File: config.mk
export PLATFORM = sky130hd
export DESIGN_NAME = d_mem_arbiter
export DESIGN_NICKNAME = d
export VERILOG_FILES = /design/src/rtl/d_mem_arbiter.sv
export SDC_FILE = /design/constraint.sdc
export NUM_CORES = 1
export LEC_CHECK = 0
export BUFFER_PORTS_ARGS = -buffer_cell sky130_fd_sc_hd__buf_2
export CAP_MARGIN = 20
export CORE_MARGIN = 1.5
export CORE_UTILIZATION = 43
export DETAILED_ROUTE_END_ITERATION = 7
export PLACE_DENSITY = 0.9
export SLEW_MARGIN = 0
export SYNTH_ARGS = -nofsm -noshare
export SYNTH_HDL_FRONTEND = slang
export SYNTH_SLANG_ARGS = --single-unit
File: constraint.sdc
create_clock -name clk -period 2.7 [get_ports clk]
set_clock_uncertainty 0.2 [all_clocks]
set_input_delay 0 -clock clk [delete_from_list [all_inputs] [get_ports clk]]
set_output_delay 0 -clock clk [all_outputs]
set_load 0.03 [all_outputs]
File: src/rtl/d_mem_arbiter.sv
// Two-port valid/ready arbiter onto the single data memory; bad size/alignment is answered with err and never touches memory.
// Accept->rsp_valid is 2 cycles, one transaction per 3 cycles; ready only in IDLE to the granted port; responses cannot be stalled.
module d_mem_arbiter #(
  parameter int BUS_WIDTH = 32,
  parameter bit RR_EN     = 1'b1
) (
  input  logic                 clk,
  input  logic                 rst,
  input  logic                 m0_req_valid,
  output logic                 m0_req_ready,
  input  logic [BUS_WIDTH-1:0] m0_addr,
  input  logic [BUS_WIDTH-1:0] m0_wr_data,
  input  logic                 m0_wr_en,
  input  logic [1:0]           m0_size,
  input  logic                 m0_sz_ex,
  output logic                 m0_rsp_valid,
  output logic [BUS_WIDTH-1:0] m0_rsp_data,
  output logic                 m0_rsp_err,
  input  logic                 m1_req_valid,
  output logic                 m1_req_ready,
  input  logic [BUS_WIDTH-1:0] m1_addr,
  input  logic [BUS_WIDTH-1:0] m1_wr_data,
  input  logic                 m1_wr_en,
  input  logic [1:0]           m1_size,
  input  logic                 m1_sz_ex,
  output logic                 m1_rsp_valid,
  output logic [BUS_WIDTH-1:0] m1_rsp_data,
  output logic                 m1_rsp_err,
  output logic [BUS_WIDTH-1:0] d_mem_address,
  output logic [BUS_WIDTH-1:0] d_mem_wr_data,
  output logic                 d_mem_wr_en,
  output logic [1:0]           d_mem_size,
  output logic                 d_mem_sz_ex,
  input  logic [BUS_WIDTH-1:0] d_mem_rd_data
);

  typedef enum logic [1:0] {IDLE, ACCESS, RESP} state_t;

  typedef struct packed {
    logic [BUS_WIDTH-1:0] addr;
    logic [BUS_WIDTH-1:0] wr_data;
    logic                 wr_en;
    logic [1:0]           size;
    logic                 sz_ex;
    logic                 owner;
    logic                 err;
  } req_t;

  state_t               state, state_nxt;
  req_t                 req_q, req_in;
  logic                 rr_last;
  logic                 grant;
  logic                 accept;
  logic [BUS_WIDTH-1:0] rsp_data_q;
  logic                 rsp_err_q;

  // grant = 1 selects port 1; rr_last is the owner of the most recent access
  always_comb begin
    grant = 1'b0;
    if (RR_EN) begin
      if (m0_req_valid && m1_req_valid) grant = ~rr_last;
      else                              grant = m1_req_valid;
    end else begin
      grant = ~m0_req_valid;
    end
  end

  assign m0_req_ready = !rst && (state == IDLE) && m0_req_valid && !grant;
  assign m1_req_ready = !rst && (state == IDLE) && m1_req_valid &&  grant;
  assign accept       = m0_req_ready || m1_req_ready;

  always_comb begin
    req_in       = '0;
    req_in.owner = grant;
    if (grant) begin
      req_in.addr    = m1_addr;
      req_in.wr_data = m1_wr_data;
      req_in.wr_en   = m1_wr_en;
      req_in.size    = m1_size;
      req_in.sz_ex   = m1_sz_ex;
    end else begin
      req_in.addr    = m0_addr;
      req_in.wr_data = m0_wr_data;
      req_in.wr_en   = m0_wr_en;
      req_in.size    = m0_size;
      req_in.sz_ex   = m0_sz_ex;
    end
    req_in.err = (req_in.size == 2'b11) ||
                 ((req_in.size == 2'b01) && req_in.addr[0]) ||
                 ((req_in.size == 2'b10) && (req_in.addr[1:0] != 2'b00));
  end

  always_comb begin
    state_nxt    = state;
    d_mem_wr_en  = 1'b0;
    m0_rsp_valid = 1'b0;
    m1_rsp_valid = 1'b0;
    case (state)
      IDLE:    if (accept) state_nxt = ACCESS;
      ACCESS: begin
        d_mem_wr_en = req_q.wr_en && !req_q.err;
        state_nxt   = RESP;
      end
      RESP: begin
        m0_rsp_valid = !req_q.owner;
        m1_rsp_valid =  req_q.owner;
        state_nxt    = IDLE;
      end
      default: state_nxt = IDLE;
    endcase
  end

  always_ff @(posedge clk or posedge rst) begin
    if (rst) begin
      state      <= IDLE;
      req_q      <= '0;
      rr_last    <= 1'b0;
      rsp_data_q <= '0;
      rsp_err_q  <= 1'b0;
    end else begin
      state <= state_nxt;
      if (accept) req_q <= req_in;
      if (state == ACCESS) begin
        rr_last    <= req_q.owner;
        rsp_data_q <= (!req_q.wr_en && !req_q.err) ? d_mem_rd_data : '0;
        rsp_err_q  <= req_q.err;
      end
    end
  end

  // latched request drives memory; it only changes on accept so it holds elsewhere
  assign d_mem_address = req_q.addr;
  assign d_mem_wr_data = req_q.wr_data;
  assign d_mem_size    = req_q.size;
  assign d_mem_sz_ex   = req_q.sz_ex;

  assign m0_rsp_data = rsp_data_q;
  assign m1_rsp_data = rsp_data_q;
  assign m0_rsp_err  = rsp_err_q;
  assign m1_rsp_err  = rsp_err_q;

endmodule

---- Yosys cells after proc, flatten, opt, wreduce, memory -nomap -nowiden ----
Cells that the tools add are included.
storage, ports and cells
  register bits after elaboration ......... 106
  latch bits .............................. 0
  memory bits (writable) .................. 0
  bits in read-only memories .............. 0
  input port bits ......................... 172
  output and inout bits ................... 138
  word-level logic and storage cells ...... 46
  memories kept ........................... 0
cells by class
  add/subtract/negate cells ............... 0
  multipliers ............................. 0
  divide/modulo/power cells ............... 0
  order comparisons ....................... 0
  equal/unequal tests ..................... 6
  shift-type cells ........................ 0
  muxes and demuxes ....................... 8
  bitwise operators ....................... 1
  reductions and logical operators ........ 20
operators by type and width
  cell                                                  count
  two-way mux 68 bit                                    1
  two-way mux 32 bit                                    1
  logical AND 1 bit                                     10
  equality test 2 bit (second input constant)           3
  zero test 1 bit                                       5
  equality test 2 x 1 -> 1 bit (second input constant)  2
  two-way mux 1 bit                                     4
  case mux 2 bit (2 select lines)                       1
  logical OR 1 bit                                      3
  zero test 2 bit                                       1
  two-way mux 2 bit                                     1
  inequality test 2 bit (second input constant)         1
  nonzero test 2 bit                                    1
  NOT 1 bit                                             1

---- Depth between registers and ports, before layout ----
Gate-level depths: netlist (run 1).
  word-level depth ........................ 7
  gate-level depth with buffers ........... 6

---- Worst setup path before layout (run 1) ----
No wires, ideal clock.
  path kind ............................... register to output
  from .................................... register state[1]
  to ...................................... output d_mem_wr_en
  arrival time ............................ 1,682 ps
  slack ................................... 818 ps
  stages on the path, launching flop included .. 5
  buffers on the path ..................... 2
  path through ............................ dfrtp_1 > nand2b_1 > buf_2 > clkbuf_1 > nor3b_1
between the ends
  longest elaborated chain between the ends .. 2
RTL lines
  what                          line  source
  from (decl)                   49    state_t state, state_nxt;
  from (signal assigned)        121   state <= state_nxt;
  equality test 2 x 1 -> 1 bit  98    case (state)
  two-way mux 1 bit             98
  to (decl)                     31    output logic d_mem_wr_en,
Every way passes these cells.

---- Worst setup path after layout (run 1) ----
  from .................................... register state[1]
  to ...................................... register req_q (netlist bit d_mem_address[5])
between the ends
  longest elaborated chain between the ends .. 5
  elaborated cells between the ends (all ways) .. 7
  those cells by class .................... 7 x reduce/logical
RTL lines
  what                                               line    source
  zero test 2 bit (*)                                68, 69
  logical AND 1 bit (*)                              68, 69
  logical AND 1 bit (on tied branches) (2 in a row)  68, 69
  logical OR 1 bit (*)                               70      assign accept = m0_req_ready || m1_req_ready;
  to (signal assigned)                               122     if (accept) req_q <= req_in;
  to (decl)                                          50      req_t req_q, req_in;
Every way passes the cells marked *; elsewhere a longest branch is shown, timed or not.
A chain may end at the register's enable or synchronous reset.

==> impl_metrics.json, run 1 <==
{
  "post-route-util_pct": 64.6,
  "syn_area_per_cell_sq_um": 11.3,
  "grt.total_usage_pct": 26.9,
  "synth_area_leader_cell": "dfrtp_1",
  "final_common_cell": "buf_2",
  "clock_latency_ns": 0.35,
  "syn_inst": 578,
  "final_net_count": 1116,
  "synth-seq-cells": 106,
  "cts_buffer_depth": 2,
  "worstReg2RegEnd": "d_mem_address[5]",
  "crit_path_end": "d_mem_address[5]",
  "die_h_um": 126,
  "tns_ns": 0,
  "worstMarginPinSlew_ns": 0.780,
  "rr_worst_depth": 5,
  "grt_pass1_wl_um": 33300,
  "placedCellCount": 943,
  "syn_nets": 750,
  "cts-root-buf": "clkbuf_16",
  "avgViaCountPerCell": 5.17,
  "ys_types": 25,
  "ys_seq_area_share_pct": 40.7,
  "period_needed_ns": 2.52,
  "reg2reg_slack_ns": 0.18,
  "cts_tree": "done",
  "slew_viol_final": 0,
  "io_pins": 310,
  "syn2layout_area_growth_pct": 45.2,
  "antenna_left": 0,
  "synth_area_sq_um": 6510,
  "failed_checks": "DRC",
  "r2r_start": "state[1]",
  "drtIter0Drc": 376,
  "multi_input_area_sq_um": 2790,
  "cp_max_fo": 18,
  "critPathLaunch": "state[1]",
  "ys.flop_type": "dfrtp_1",
  "grt-ovfl-total": 0,
  "ys_async_sr_fraction_pct": 100,
  "antenna_found_initial": 1,
  "p_leak_uw": 0.00430,
  "nFillCells": 1051,
  "setup_violations": 0,
  "die_area_sq_um": 15900,
  "total_power_uw": 7440,
  "fmax_mhz": 397,
  "dp_hpwl_um": 12700,
  "drive_above_1_share_pct": 43.9,
  "gp_congestion": 0.785,
  "hold_path_class": "input pin to async pin",
  "synth_edf_count": 0,
  "regArea_sq_um": 2650,
  "slew_headroom_pct": 48.0,
  "yosys_warnings": 0,
  "synth.top_cell.area_share_pct": 40.7,
  "p_per_area_nw_per_um2": 787,
  "period_share_pct": 93.2,
  "vias": 5855,
  "cp-start-kind": "flip-flop",
  "wl_per_cell_um": 18.7,
  "rows": 44,
  "end_kind": "flip-flop",
  "rsz0062_at_grt": "false",
  "ir_worst_vdd_uv": 470,
  "core_area_sq_um": 14600,
  "postCtsSetupBuffers": 0,
  "port_buffers": 309,
  "final_cell_mix": "buf_2 (309), dlygate4sd3_1 (174), nand2_1 (137), dfrtp_1 (106)",
  "outcome": "finished, violations left",
  "synthTopCellsByArea": "dfrtp_1 (41%), a31oi_4 (23%), buf_4 (12%)",
  "clkTransAtPathRegs_ns": 0.08,
  "diodes": 0,
  "cts_buffers": 9,
  "worst_ep_arrival_time_ns": 2.54,
  "htreeDepth": 3,
  "start_util_pct": 44.5,
  "first_pass_iters": 8,
  "grt_max_degree": 72,
  "drv_cap": 0,
  "cts_sinks": 106,
  "die_w_um": 126,
  "drc_errors": 22,
  "routed_wl_um": 21200,
  "final-hold-violation-count": 0,
  "worst_ep_required_time_ns": 2.72,
  "finalNonFillerCells": 1133,
  "crit_type": "flip-flop to flip-flop",
  "grt_pass1_vias": 6417
}
-- report_power, final --
group | internal (uW) | leakage, uW | switching (uW)
combinational | 1500 | 0.00288 | 2280
sequential | 1990 | 0.00126 | 282
clock | 757 | 0.000155 | 625
total | 4250 | 0.00430 | 3190
-- metrics by stage --
stage               cell area, sq um  setup slack [ns]  hold slack (ns)
finish                          9450             0.184           0.0165
global route                    9450            0.0750           0.0293
CTS                             9450             0.106           0.0304
detailed placement              7400             0.668           -0.177
global placement                7400             0.783           -0.177
floorplan                       6520             0.818          -0.0674
-- flip-flops by register name (all words and copies together), names as in the netlist --
signal         count
m0_rsp_data       32
req_q              3
rr_last            1
d_mem_wr_data     32
m0_rsp_err         1
d_mem_sz_ex        1
d_mem_size         2
d_mem_address     32
state              2
-- Yosys cell counts, drive strengths merged (2+ instances only) --
| cell type | n |
|---|---|
| a21oi | 69 |
| a22o | 32 |
| a31oi | 69 |
| and2 | 2 |
| buf | 119 |
| clkbuf | 25 |
| dfrtp | 106 |
| inv | 2 |
| mux2 | 2 |
| nand2 | 137 |
| nor3 | 2 |
| nor3b | 2 |
| o21a | 2 |
| o221ai | 2 |
-- per-layer routing --
layer	GRT usage, %	part of all wire (%)
met1	28.9	36
met2	48.4	51
met3	6.92	7.3
met4	14.8	5.4
met5	0	0.061
-- what timing repair did --
item / in CTS / in global routing
hold buffers: 174 / 0
endpoints found under the setup margin: 0 / 20
endpoints found under the hold margin: 208 / 0
resized for setup: 0 / 1
-- cell families (layout without fill, tap and decap cells) --
kind of cell / Yosys count / in the layout / share of synthesized area, %
buffers and inverters: 146 / 517 / 16.6
muxes: 2 / 2 / 0.346
AOI/OAI and AO/OA: 177 / 177 / 33.1
DFF: 106 / 106 / 40.7
and+or+nand+nor: 147 / 147 / 9.24
-- final cells by class --
type                    instances  share of cell area, %
flip-flops and latches        106                   28.1
repair buffers                499                   36.6
clock buffers                  10                   2.53
multi-input cells             326                   29.5
well taps                     184                   2.44
inverters                       2                  0.119
clock inverters                 6                  0.768
-- how the worst min path moves through the flow --
stage                      endpoint  slack (ns)  depth (start not counted)
detailed placement         state[1]       -0.18                          2
global placement           state[1]       -0.18                          2
finish              m0_rsp_data[29]        0.02                          3
floorplan            m0_rsp_data[3]       -0.07                          1
CTS                        req_q[5]        0.03                          3
global route        m0_rsp_data[29]        0.03                          3
-- critical path, stage by stage, from the launching register on --
cell and delay [ns]:
dfrtp_1 0.42, nor3_4 0.22, and2_4 0.51, buf_12 0.29
a31oi_4 0.12, dlygate4sd3_1 0.60
Power figures use the tool's default switching activity.
==> run 2: changes to the inputs <==
- PLACE_DENSITY: 0.9 -> default
- PLACE_DENSITY_LB_ADDON: default -> 0.15
==> impl_metrics.json, run 2 (synthesized netlist as in run 1, its figures left out) <==
{
  "outcome": "finished, violations left",
  "failed_checks": "DRC",
  "grt_pass1_wl_um": 30100,
  "drv_cap": 0,
  "final_common_cell": "buf_2",
  "final_cell_mix": "buf_2 (309), dlygate4sd3_1 (173), nand2_1 (137), dfrtp_1 (106)",
  "rows": 44,
  "syn2layout_area_growth_pct": 44.7,
  "p_per_area_nw_per_um2": 783,
  "setup_violations": 0,
  "postCtsSetupBuffers": 0,
  "die_h_um": 126,
  "gp_congestion": 0.742,
  "clock_latency_ns": 0.34,
  "place_area_sq_um": 7370,
  "worst_ep_required_time_ns": 2.77,
  "antenna_found_initial": 0,
  "port_buffers": 309,
  "routed_wl_um": 18500,
  "start_util_pct": 44.5,
  "diodes": 0,
  "regArea_sq_um": 2650,
  "total_power_uw": 7380,
  "cts_sinks": 106,
  "cts_hold_buf": 173,
  "end_kind": "flip-flop",
  "grt-ovfl-total": 0,
  "antenna_left": 0,
  "vias": 5597,
  "post-route-util_pct": 64.4,
  "wl_per_cell_um": 16.5,
  "p_leak_uw": 0.00428,
  "ir_worst_vdd_uv": 381,
  "grt_max_degree": 72,
  "grt.total_usage_pct": 23.8,
  "first_pass_iters": 8,
  "final_net_count": 1110,
  "hold_path_class": "input pin to async pin",
  "crit_type": "input pin to flip-flop",
  "worstMarginPinSlew_ns": 0.748,
  "clkTransAtPathRegs_ns": 0.07,
  "period_needed_ns": 2.53,
  "period_share_pct": 93.6,
  "worst_ep_arrival_time_ns": 2.60,
  "grt_pass1_vias": 6094,
  "htreeDepth": 3,
  "cts_tree": "done",
  "cts-root-buf": "clkbuf_16",
  "cts_buffers": 9,
  "final_cell_area_sq_um": 9420,
  "multi_input_area_sq_um": 2790,
  "avgViaCountPerCell": 4.97,
  "cp-start-kind": "input pin",
  "drtIter0Drc": 270,
  "die_area_sq_um": 15900,
  "dp_hpwl_um": 11700,
  "fmax_mhz": 395,
  "drive_above_1_share_pct": 43.4,
  "final-hold-violation-count": 0,
  "rsz0062_at_grt": "false",
  "drc_errors": 22,
  "tns_ns": 0,
  "cts_buffer_depth": 2,
  "core_area_sq_um": 14600,
  "slew_headroom_pct": 50.2,
  "post_cts_resized": 0,
  "cp_max_fo": 62,
  "die_w_um": 126,
  "slew_viol_final": 0,
  "nFillCells": 1155,
  "io_pins": 310
}
-- run 2: cell count changes in the layout (fill, tap and decap cells not counted), sizes merged --
cell	change
dlygate4sd3	-1
inv	-2
buf	-5
clkinv	-3
clkbuf	+3
bufinv	+1
-- run 2: area by class of cell --
class | instances | share of cell area (%)
clock buffers | 13 | 2.76
inverters | 2 | 0.119
multi-input cells | 326 | 29.6
repair buffers | 493 | 36.3
clock inverters | 2 | 0.637
well taps | 184 | 2.44
flip-flops and latches | 106 | 28.1
-- run 2: metrics by stage --
step                hold WS [ns]  setup slack [ns]  std cells
floorplan                -0.0674             0.818        578
detailed placement        -0.136             0.758        938
global placement          -0.138             0.802        938
CTS                       0.0539             0.221       1126
global route              0.0984            0.0490       1126
finish                    0.0573             0.172       1126
-- run 2: routing by layer --
metal / up-vias / share of wire, % / global-route usage, %
met1: 2707 / 39 / 26.5
met2: 219 / 51 / 43.7
met5: - / 0 / 0
met4: 0 / 3.6 / 10.9
met3: 42 / 5.8 / 4.67
li1: 2629 / - / -
-- run 2: report_power, final --
part	total [uW]	leakage [uW]	switching, uW	internal, uW
clock	1440	0.000156	576	860
combinational	3680	0.00286	2190	1490
sequential	2270	0.00126	271	2000
total	7380	0.00428	3040	4340
-- run 2: path summary, 6_finish.rpt --
path | slack [ns] | startpoint | endpoint | depth (start not counted)
worst max-delay path | 0.17 | m0_req_valid | d_mem_wr_data[31] | 7
worst min-delay path | 0.06 | rst | d_mem_wr_data[3] | 3
worst max register to register | 0.20 | rr_last | d_mem_wr_data[22] | 5
worst min register to register | 0.32 | m0_rsp_data[23] | m0_rsp_data[23] | 1
max in group asynchronous | 1.51 | rst | d_mem_wr_data[16] | 4
min in group clk | 0.21 | d_mem_rd_data[31] | m0_rsp_data[31] | 3
-- run 2: critical path, stage by stage --
cell           delay [ns]
dlygate4sd3_1        0.54
buf_2                0.16
or2_2                0.23
buf_4                0.60
a21oi_1              0.24
a31oi_4              0.18
dlygate4sd3_1        0.57
==> run 3: changes to the inputs <==
- CORE_MARGIN: 1.5 -> default
==> impl_metrics.json, run 3 (synthesized netlist as in run 1, its figures left out) <==
{
  "outcome": "finished, violations left",
  "failed_checks": "DRC",
  "grt_max_degree": 107,
  "rows": 44,
  "setup_violations": 0,
  "drtIter0Drc": 265,
  "worst-path-buf-inv": 2,
  "clkTransAtPathRegs_ns": 0.07,
  "final-hold-violation-count": 0,
  "syn2layout_area_growth_pct": 45.8,
  "cts_sinks": 106,
  "grt.total_usage_pct": 24.4,
  "drv_cap": 0,
  "final_net_count": 1120,
  "first_pass_iters": 6,
  "ir_worst_vdd_uv": 374,
  "antenna_found_initial": 0,
  "cp-start-kind": "flip-flop",
  "diodes": 0,
  "die_w_um": 125,
  "drc_errors": 46,
  "tns_ns": 0,
  "drive_above_1_share_pct": 43.4,
  "die_area_sq_um": 15600,
  "worstMarginPinSlew_ns": 0.675,
  "hold_path_class": "input pin to flip-flop",
  "slew_headroom_pct": 55.0,
  "crit_family": "buffers and inverters",
  "cts_buffers": 9,
  "rsz0062_at_grt": "false",
  "grt_pass1_vias": 6027,
  "final_common_cell": "buf_2",
  "setup_ws_ns": 0.226,
  "io_pins": 310,
  "pre_cts_slack_ns": 0.762,
  "cp_cell_sequence": "a21bo_2 > buf_12 > nand2_1 > a31oi_4 > dlygate4sd3_1",
  "clock_latency_ns": 0.35,
  "routed_wl_um": 18600,
  "p_per_area_nw_per_um2": 763,
  "die_h_um": 125,
  "placedCellCount": 939,
  "fmax_mhz": 404,
  "cts_tree": "done",
  "cp_max_fo": 41,
  "avgViaCountPerCell": 4.97,
  "worst_ep_required_time_ns": 2.78,
  "period_needed_ns": 2.47,
  "worst_ep_arrival_time_ns": 2.56,
  "crit_type": "flip-flop to flip-flop",
  "grt_pass1_wl_um": 30300,
  "core_area_sq_um": 14600,
  "dp_hpwl_um": 11900,
  "cts-root-buf": "clkbuf_16",
  "grt-ovfl-total": 0,
  "finalNonFillerCells": 1137,
  "vias": 5650,
  "wl_per_cell_um": 16.3,
  "period_share_pct": 91.6,
  "port_buffers": 309,
  "slew_viol_final": 0,
  "antenna_left": 0,
  "final_cell_mix": "buf_2 (309), dlygate4sd3_1 (180), nand2_1 (137), dfrtp_1 (106)",
  "cpMaxStageDelayCell": "a21bo_2",
  "gp_congestion": 0.779,
  "p_leak_uw": 0.00428,
  "post-route-util_pct": 64.8,
  "start_util_pct": 44.5,
  "htreeDepth": 3,
  "end_kind": "flip-flop",
  "cpPeakStageDelay_ns": 0.59,
  "cts_buffer_depth": 2
}
## run 3: changes by cell type in the layout (fill, tap and decap cells not counted), sizes merged
| cell | previous run | this run |
|---|---|---|
| bufinv | 2 | 0 |
| clkbuf | 13 | 11 |
| clkinvlp | 1 | 4 |
| buf | 320 | 323 |
| clkinv | 0 | 2 |
| dlygate4sd3 | 173 | 180 |
## run 3: final cells by class
class	instances	area, sq um
Multi-Input combinational cell	326	2790
Tap cell	184	230
Inverter	2	11.3
Sequential cell	106	2650
Clock buffer	11	243
Clock inverter	5	40.0
Fill cell	1174	5150
Timing Repair Buffer	503	3530
## run 3: worst reg2reg max path, delay by kind of cell, from the launching register on
family	cells	cell delay, ns
buf+inv	2	0.89
compound gates	2	0.77
flops	1	0.42
simple gates	1	0.13
## run 3: metrics by stage
step                      instance area (sq um)  hold slack (ns)  total power (uW)
after floorplan                            6520          -0.0674              5100
after global placement                     7380           0.0183              5380
after detailed placement                   7380           0.0193              5430
after CTS                                  9460           0.0413              7260
after global routing                       9490            0.101              7610
final                                      9490           0.0982              7240
## run 3: what timing repair did
action	CTS	global route
hold endpoints to repair	208	0
setup endpoints to repair	0	1
setup buffers	0	2
hold buffers	180	0
gates resized for setup	0	0
## run 3: final timing paths
kind / startpoint / slack [ns] / end / cells past startpoint
setup / recovery: rr_last / 0.23 / d_mem_wr_data[13] / 5
hold / removal: m1_req_valid / 0.1 / req_q[0] / 5
setup reg to reg: rr_last / 0.23 / d_mem_wr_data[13] / 5
hold reg to reg: m0_rsp_data[20] / 0.32 / m0_rsp_data[20] / 1
max in group asynchronous: rst / 1.67 / d_mem_wr_data[12] / 4
min in group asynchronous: rst / 0.22 / m0_rsp_data[7] / 4
## run 3: per-layer routing
layer | up-vias | global-route usage, % | wire [um]
met1 | 2722 | 26.5 | 6920
met3 | 41 | 4.84 | 1140
li1 | 2650 | - | -
met4 | 0 | 12.1 | 616
met2 | 237 | 45.2 | 9870
met5 | - | 0 | 0
## run 3: power by group
part	leakage (uW)	internal, uW	switching, uW
combinational	0.00289	1520	2190
clock	0.000128	655	605
sequential	0.00126	2000	281
total	0.00428	4170	3080
